File: src/rtl/hazard_detection_unit_if.sv
// Pipeline <-> hazard unit bundle: ID/EX/MEM hazard sources in, pipeline control out.
// Optional statistics signals exist only when HAZARD_STATS_EN is defined.
interface hazard_detection_unit_if
`ifdef HAZARD_STATS_EN
    #(parameter int unsigned STAT_WIDTH = 32)
`endif
    ;
    logic [4:0] rs1_id;
    logic [4:0] rs2_id;
    logic       use_rs1_id;
    logic       use_rs2_id;
    logic       is_ecall_id;
    logic       halt_cond_id;
    logic [4:0] rd_ex;
    logic       mem_read_ex;
    logic       reg_write_ex;
    logic [4:0] rd_mem;
    logic       reg_write_mem;
    logic       mispredict_ex;

    logic       pc_write;
    logic       if_id_write;
    logic       if_id_flush;
    logic       id_ex_bubble;
    logic       halt_pending;
    logic       is_halted;
`ifdef HAZARD_STATS_EN
    logic [STAT_WIDTH-1:0] stall_cycles;
    logic [STAT_WIDTH-1:0] flush_count;
`endif

    // Pipeline side: drives hazard sources, consumes control
    modport master (
        output rs1_id, rs2_id, use_rs1_id, use_rs2_id, is_ecall_id, halt_cond_id,
        output rd_ex, mem_read_ex, reg_write_ex, rd_mem, reg_write_mem, mispredict_ex,
        input  pc_write, if_id_write, if_id_flush, id_ex_bubble, halt_pending, is_halted
`ifdef HAZARD_STATS_EN
        , input stall_cycles, flush_count
`endif
    );

    // Hazard unit side
    modport slave (
        input  rs1_id, rs2_id, use_rs1_id, use_rs2_id, is_ecall_id, halt_cond_id,
        input  rd_ex, mem_read_ex, reg_write_ex, rd_mem, reg_write_mem, mispredict_ex,
        output pc_write, if_id_write, if_id_flush, id_ex_bubble, halt_pending, is_halted
`ifdef HAZARD_STATS_EN
        , output stall_cycles, flush_count
`endif
    );
endinterface

File: src/rtl/hazard_detection_unit.sv
// Hazard detection unit for the 5-stage RISC-V core: load-use and ECALL-operand
// stalls, mispredict flush, and the halt-drain FSM retiring the halting ECALL.
// Optional macro HAZARD_STATS_EN adds saturating stall/flush statistics counters.
module hazard_detection_unit #(
    parameter int unsigned HALT_DRAIN_CYCLES = 3,
    parameter int unsigned ECALL_REG         = 17
`ifdef HAZARD_STATS_EN
    , parameter int unsigned STAT_WIDTH      = 32
`endif
) (
    input  logic                   clk,
    input  logic                   reset,
    hazard_detection_unit_if.slave hif
);
    localparam int unsigned CNT_W = (HALT_DRAIN_CYCLES > 1) ? $clog2(HALT_DRAIN_CYCLES) : 1;

    typedef enum logic [1:0] {
        S_RUN    = 2'd0,
        S_DRAIN  = 2'd1,
        S_HALTED = 2'd2
    } state_e;

    state_e           state_q, state_d;
    logic [CNT_W-1:0] cnt_q, cnt_d;
    logic             load_use;
    logic             ecall_stall;
    logic             stall;

    // Hazards forwarding cannot cover: load result in EX, or a7 still in flight for ECALL
    always_comb begin
        load_use    = hif.mem_read_ex && (hif.rd_ex != 5'd0) &&
                      ((hif.use_rs1_id && (hif.rs1_id == hif.rd_ex)) ||
                       (hif.use_rs2_id && (hif.rs2_id == hif.rd_ex)));
        ecall_stall = hif.is_ecall_id &&
                      ((hif.reg_write_ex  && (hif.rd_ex  == 5'(ECALL_REG))) ||
                       (hif.reg_write_mem && (hif.rd_mem == 5'(ECALL_REG))));
        stall       = (load_use || ecall_stall) && (state_q == S_RUN) && !hif.mispredict_ex;
    end

    // Halt-drain next state; halt request on a wrong-path or stalled ECALL is ignored
    always_comb begin
        state_d = state_q;
        cnt_d   = cnt_q;
        case (state_q)
            S_RUN: begin
                if (hif.halt_cond_id && !ecall_stall && !hif.mispredict_ex) begin
                    state_d = S_DRAIN;
                    cnt_d   = CNT_W'(HALT_DRAIN_CYCLES - 1);
                end
            end
            S_DRAIN: begin
                if (cnt_q == '0) begin
                    state_d = S_HALTED;
                end else begin
                    cnt_d = cnt_q - CNT_W'(1);
                end
            end
            S_HALTED: ;
            default: begin
                state_d = S_RUN;
                cnt_d   = '0;
            end
        endcase
    end

    // State and drain counter registers
    always_ff @(posedge clk) begin
        if (reset) begin
            state_q <= S_RUN;
            cnt_q   <= '0;
        end else begin
            state_q <= state_d;
            cnt_q   <= cnt_d;
        end
    end

    // Pipeline control, priority HALTED > mispredict > DRAIN > stall; reset reads as normal flow
    always_comb begin
        hif.pc_write     = 1'b1;
        hif.if_id_write  = 1'b1;
        hif.if_id_flush  = 1'b0;
        hif.id_ex_bubble = 1'b0;
        if (!reset) begin
            if (state_q == S_HALTED) begin
                hif.pc_write     = 1'b0;
                hif.if_id_write  = 1'b0;
                hif.if_id_flush  = 1'b1;
                hif.id_ex_bubble = 1'b1;
            end else if (hif.mispredict_ex && (state_q == S_RUN)) begin
                hif.if_id_flush  = 1'b1;
                hif.id_ex_bubble = 1'b1;
            end else if (state_q == S_DRAIN) begin
                hif.pc_write     = 1'b0;
                hif.if_id_flush  = 1'b1;
            end else if (stall) begin
                hif.pc_write     = 1'b0;
                hif.if_id_write  = 1'b0;
                hif.id_ex_bubble = 1'b1;
            end
        end
    end

    // Status decoded directly from the state flop
    always_comb begin
        hif.halt_pending = (state_q == S_DRAIN);
        hif.is_halted    = (state_q == S_HALTED);
    end

`ifdef HAZARD_STATS_EN
    logic [STAT_WIDTH-1:0] stall_cycles_q, stall_cycles_d;
    logic [STAT_WIDTH-1:0] flush_count_q, flush_count_d;

    // Saturating statistics, frozen once halted
    always_comb begin
        stall_cycles_d = stall_cycles_q;
        flush_count_d  = flush_count_q;
        if (state_q != S_HALTED) begin
            if (stall && (stall_cycles_q != '1)) begin
                stall_cycles_d = stall_cycles_q + STAT_WIDTH'(1);
            end
            if (hif.mispredict_ex && (state_q == S_RUN) && (flush_count_q != '1)) begin
                flush_count_d = flush_count_q + STAT_WIDTH'(1);
            end
        end
    end

    // Statistics registers
    always_ff @(posedge clk) begin
        if (reset) begin
            stall_cycles_q <= '0;
            flush_count_q  <= '0;
        end else begin
            stall_cycles_q <= stall_cycles_d;
            flush_count_q  <= flush_count_d;
        end
    end

    // Statistics outputs
    always_comb begin
        hif.stall_cycles = stall_cycles_q;
        hif.flush_count  = flush_count_q;
    end
`endif
endmodule
File: src/flat_wrapper.sv
// flat-port wrapper written by rule: the top's interface ports become plain ports
module hazard_detection_unit_flat 
#(
    parameter int unsigned HALT_DRAIN_CYCLES = 3,
    parameter int unsigned ECALL_REG         = 17

)
  (clk, reset, hif_rs1_id, hif_rs2_id, hif_use_rs1_id, hif_use_rs2_id, hif_is_ecall_id, hif_halt_cond_id, hif_rd_ex, hif_mem_read_ex, hif_reg_write_ex, hif_rd_mem, hif_reg_write_mem, hif_mispredict_ex, hif_pc_write, hif_if_id_write, hif_if_id_flush, hif_id_ex_bubble, hif_halt_pending, hif_is_halted);
  hazard_detection_unit_if hif_i ();
  input  logic clk;
  input  logic reset;
  input wire logic [$bits(hif_i.rs1_id)-1:0] hif_rs1_id;
  input wire logic [$bits(hif_i.rs2_id)-1:0] hif_rs2_id;
  input wire logic [$bits(hif_i.use_rs1_id)-1:0] hif_use_rs1_id;
  input wire logic [$bits(hif_i.use_rs2_id)-1:0] hif_use_rs2_id;
  input wire logic [$bits(hif_i.is_ecall_id)-1:0] hif_is_ecall_id;
  input wire logic [$bits(hif_i.halt_cond_id)-1:0] hif_halt_cond_id;
  input wire logic [$bits(hif_i.rd_ex)-1:0] hif_rd_ex;
  input wire logic [$bits(hif_i.mem_read_ex)-1:0] hif_mem_read_ex;
  input wire logic [$bits(hif_i.reg_write_ex)-1:0] hif_reg_write_ex;
  input wire logic [$bits(hif_i.rd_mem)-1:0] hif_rd_mem;
  input wire logic [$bits(hif_i.reg_write_mem)-1:0] hif_reg_write_mem;
  input wire logic [$bits(hif_i.mispredict_ex)-1:0] hif_mispredict_ex;
  output wire logic [$bits(hif_i.pc_write)-1:0] hif_pc_write;
  output wire logic [$bits(hif_i.if_id_write)-1:0] hif_if_id_write;
  output wire logic [$bits(hif_i.if_id_flush)-1:0] hif_if_id_flush;
  output wire logic [$bits(hif_i.id_ex_bubble)-1:0] hif_id_ex_bubble;
  output wire logic [$bits(hif_i.halt_pending)-1:0] hif_halt_pending;
  output wire logic [$bits(hif_i.is_halted)-1:0] hif_is_halted;
  assign hif_i.rs1_id = hif_rs1_id;
  assign hif_i.rs2_id = hif_rs2_id;
  assign hif_i.use_rs1_id = hif_use_rs1_id;
  assign hif_i.use_rs2_id = hif_use_rs2_id;
  assign hif_i.is_ecall_id = hif_is_ecall_id;
  assign hif_i.halt_cond_id = hif_halt_cond_id;
  assign hif_i.rd_ex = hif_rd_ex;
  assign hif_i.mem_read_ex = hif_mem_read_ex;
  assign hif_i.reg_write_ex = hif_reg_write_ex;
  assign hif_i.rd_mem = hif_rd_mem;
  assign hif_i.reg_write_mem = hif_reg_write_mem;
  assign hif_i.mispredict_ex = hif_mispredict_ex;
  assign hif_pc_write = hif_i.pc_write;
  assign hif_if_id_write = hif_i.if_id_write;
  assign hif_if_id_flush = hif_i.if_id_flush;
  assign hif_id_ex_bubble = hif_i.id_ex_bubble;
  assign hif_halt_pending = hif_i.halt_pending;
  assign hif_is_halted = hif_i.is_halted;
  hazard_detection_unit #(.HALT_DRAIN_CYCLES(HALT_DRAIN_CYCLES), .ECALL_REG(ECALL_REG)) u_core (.clk(clk), .reset(reset), .hif(hif_i));
endmodule
File: config.mk
export PLATFORM = sky130hd
export DESIGN_NAME = hazard_detection_unit_flat
export DESIGN_NICKNAME = d
export VERILOG_FILES = /design/src/rtl/hazard_detection_unit_if.sv /design/src/rtl/hazard_detection_unit.sv /design/src/flat_wrapper.sv
export SDC_FILE = /design/constraint.sdc
export NUM_CORES = 1
export LEC_CHECK = 0
export CAP_MARGIN = 25
export CORE_MARGIN = 10
export CORE_UTILIZATION = 36
export CTS_CLUSTER_SIZE = 25
export DETAILED_ROUTE_END_ITERATION = 7
export HOLD_SLACK_MARGIN = 0.15
export PLACE_DENSITY = 0.82
export SLEW_MARGIN = 10
export SYNTH_ARGS = -nofsm -noshare
export SYNTH_HDL_FRONTEND = slang
export SYNTH_SLANG_ARGS = --single-unit
File: constraint.sdc
create_clock -name clk -period 4.9 [get_ports clk]
set_clock_uncertainty 0.2 [all_clocks]
set_input_delay 1.225 -clock clk [delete_from_list [all_inputs] [get_ports clk]]
set_output_delay 1.225 -clock clk [all_outputs]
set_load 0.1 [all_outputs]
==> results of run 1 <==
-- per-stage QoR --
| step | worst slack, ns | area, um^2 | power (uW) | util, % |
|---|---|---|---|---|
| 6_report | 0.467 | 930 | 175 | 69.7 |
| 5_1_grt | 0.398 | 930 | 183 | 69.7 |
| 4_1_cts | 0.460 | 930 | 176 | 69.7 |
| 3_5_place_dp | 0.463 | 907 | 133 | 68.0 |
| 3_3_place_gp | 0.495 | 907 | 131 | 68.0 |
| 2_1_floorplan | 0.0806 | 522 | 91.3 | - |
-- registers in the layout (all words and copies together), names as in the netlist --
| register | count |
|---|---|
| u_core.state_q | 2 |
| u_core.cnt_q | 2 |
-- worst min-delay path, cell delays in order (launching register included) --
cell and delay [ns]:
dfxtp_1 0.30, nand2b_1 0.06, mux2i_1 0.06
-- kinds of logic after synthesis --
family                     synth area share [%]
AOI/OAI and AO/OA                          32.8
xor gates and xnor gates                   17.0
adders and majority gates                  2.43
buffers and inverters                      4.37
DFF                                        15.5
muxes                                      1.94
and+or+nand+nor                            26.0
-- power breakdown --
| group | leakage [uW] | switching, uW | total [uW] | internal [uW] |
|---|---|---|---|---|
| Clock | 0.0000138 | 15.6 | 43.1 | 27.5 |
| Sequential | 0.0000327 | 3.87 | 38.8 | 35.0 |
| Combinational | 0.000281 | 47.4 | 92.8 | 45.5 |
-- layer usage --
layer | up-vias | global-route usage (%) | part of all wire, % | wire length [um]
met2 | 27 | 16.7 | 48 | 818
met1 | 274 | 8.72 | 36 | 623
met4 | 0 | 6.04 | 1.8 | 30
met3 | 4 | 6.54 | 14 | 236
li1 | 326 | - | - | -
met5 | - | 0 | 0 | 0
-- final timing paths --
check	endpoint	slack (ns)	cells past startpoint
hold / removal	u_core.cnt_q[1]$_SDFFE_PP0P_	0.27	2
setup / recovery	hif_pc_write	0.47	6
setup reg to reg	u_core.cnt_q[0]$_SDFFE_PP0P_	3.08	4
hold reg to reg	u_core.cnt_q[1]$_SDFFE_PP0P_	0.27	2
-- synthesized netlist by cell type, types with 2 or more instances --
cell / instances
a21oi_1: 4
clkbuf_1: 3
dfxtp_1: 4
inv_1: 3
nand2_1: 4
nand2b_1: 4
nand4_1: 2
nor2_1: 3
nor2b_1: 2
o21ai_0: 3
o22ai_1: 2
o31a_1: 2
o31ai_1: 2
xnor2_1: 10
-- final cells by class --
| class | count | area [um^2] |
|---|---|---|
| tap | 15 | 18.8 |
| clock buffer | 3 | 22.5 |
| fill | 113 | 404 |
| sequential | 4 | 80.1 |
| inverter | 3 | 11.3 |
| multi-input combinational | 57 | 419 |
| timing repair buffer | 35 | 378 |
==> results.md, run 1 <==
* Outcome: completed
* TritonRoute pass-1 iters at 2
* Clock Sinks at 4
* Hpwl dp at 1490 um
* Grt ovf at 0
* Cells after synthesis at 67
* Via count at 631
* Pins Over Slew Limit at 0
* Site Rows at 13
* Synth Register Bits at 4
* Die Ht at 57.8 um
* Top cell type's share of synthesized area at 17.0%
* Ant. Diodes at 0
* Startpoint Class: input port
* First-pass GRT wire length at 2670 um
* Routability cong. at 0.799
* Syn-to-layout area delta at 80.3%
* Post_cts resized at 0
* Most used DFF post-synth: dfxtp_1
* Drc violations at 0
* Top delay family on crit path: compound AO/OA/AOI/OAI gates
* Initial Util at 38.6%
* Data arrival, critical path at 3.01 ns
* Least-Margin Pin Slew at 0.967 ns
* Leading cell type in the layout, fill and taps excluded: clkdlybuf4s50_1
* Vias in the first global route at 622
* Detailed Route WL at 1710 um
* Crit end category: output pin
* Min-Delay Path Class: reg2reg
* Crit-path slowest cell: or4b_4
* Yosys Warn Count at 0
* Max_cap viols at 0
* Area of the die at 3350 um^2
* Die width at 57.8 um
* Post-synth top area cell: xnor2_1
* Worst-case vdd ir drop at 0.103 mV
* Post-Route Setup TNS at 0 ns
* Cell Area, Synth at 515 um^2
* Final #Nets at 135
* Lkg Pwr at 0.000328 uW
* Async SR Flop Fraction at 0%
* Min Hold Slack at 0.275 ns
* Fmax achieved at 226 MHz
* CTS root buf: clkbuf_4
* Avg Inst Size Synth at 7.69 um^2
* Largest net degree at the start of global routing at 16
* Detail Route Antenna Nets at 0
* Crit path largest cell delay at 0.54 ns
* Final cycle utilization of the critical path at 90.5%
* Buffer count from post-CTS setup fixing at 0
* Synth area leaders: xnor2_1, dfxtp_1, nand2b_1, a21oi_1, o31a_1
* Crit Path Max Fanout at 3
* CP Class: in2out
* Power Dens Cells at 188 nW/um^2
* Crit path time final at 4.43 ns
* Core ar. at 1330 um^2
* H-tree depth at 1
* Vias per cell at 5.39
* Final Hold Viols at 0
* Initial drt markers at 4
* Endpoints failing setup at 0
* Placed instance count at 114
* Clock Tree Buf Depth at 2
* Fin cells at 117
* Post-CTS Hold Buffers at 0
* Worst skew pair latency at 0.24 ns
* Worst EP required at 3.47 ns
* Worst-path clk slew at 0.04 ns
* Slew HR at 35.3%
* GR Util All Layers at 9.97%
* Port Buffer Count at 35
* CP startpoint: hif_rd_mem[1]
* CP Buf/Inv Count at 2
* Syn Nets at 98
* Post-DR wirelength/cell at 14.6 um
* CTS tree: done
* TritonCTS Buffers at 3
* Most frequent cells in the layout: clkdlybuf4s50_1, xnor2_1
* Hold path start: u_core.cnt_q[1]$_SDFFE_PP0P_
* Ratio of cells with drive above 1 in the final layout at 11.8%
* Worst r2r src: u_core.state_q[1]$_SDFFE_PP0P_
* Cell-by-cell trace of the critical path: clkdlybuf4s50_1 > or4b_4 > o22a_2 > o31ai_1 > a21oi_1 > buf_12
* Initial antenna violation count at 0
* Synth cell types at 33
* I/O pins at 36
* Post-synth EDFFs at 0
* Post-synthesis sequential area ratio at 15.5%
* Unrepaired setup endpoints after global routing: no
No activity file was read; power rests on OpenSTA's default activity.
==> run 2, diff against run 1 <==
Settings changed: GPL_ROUTABILITY_DRIVEN set to 0.
==> results of run 2 <==
The final DEF is identical to that of run 1; final timing and power are the same.
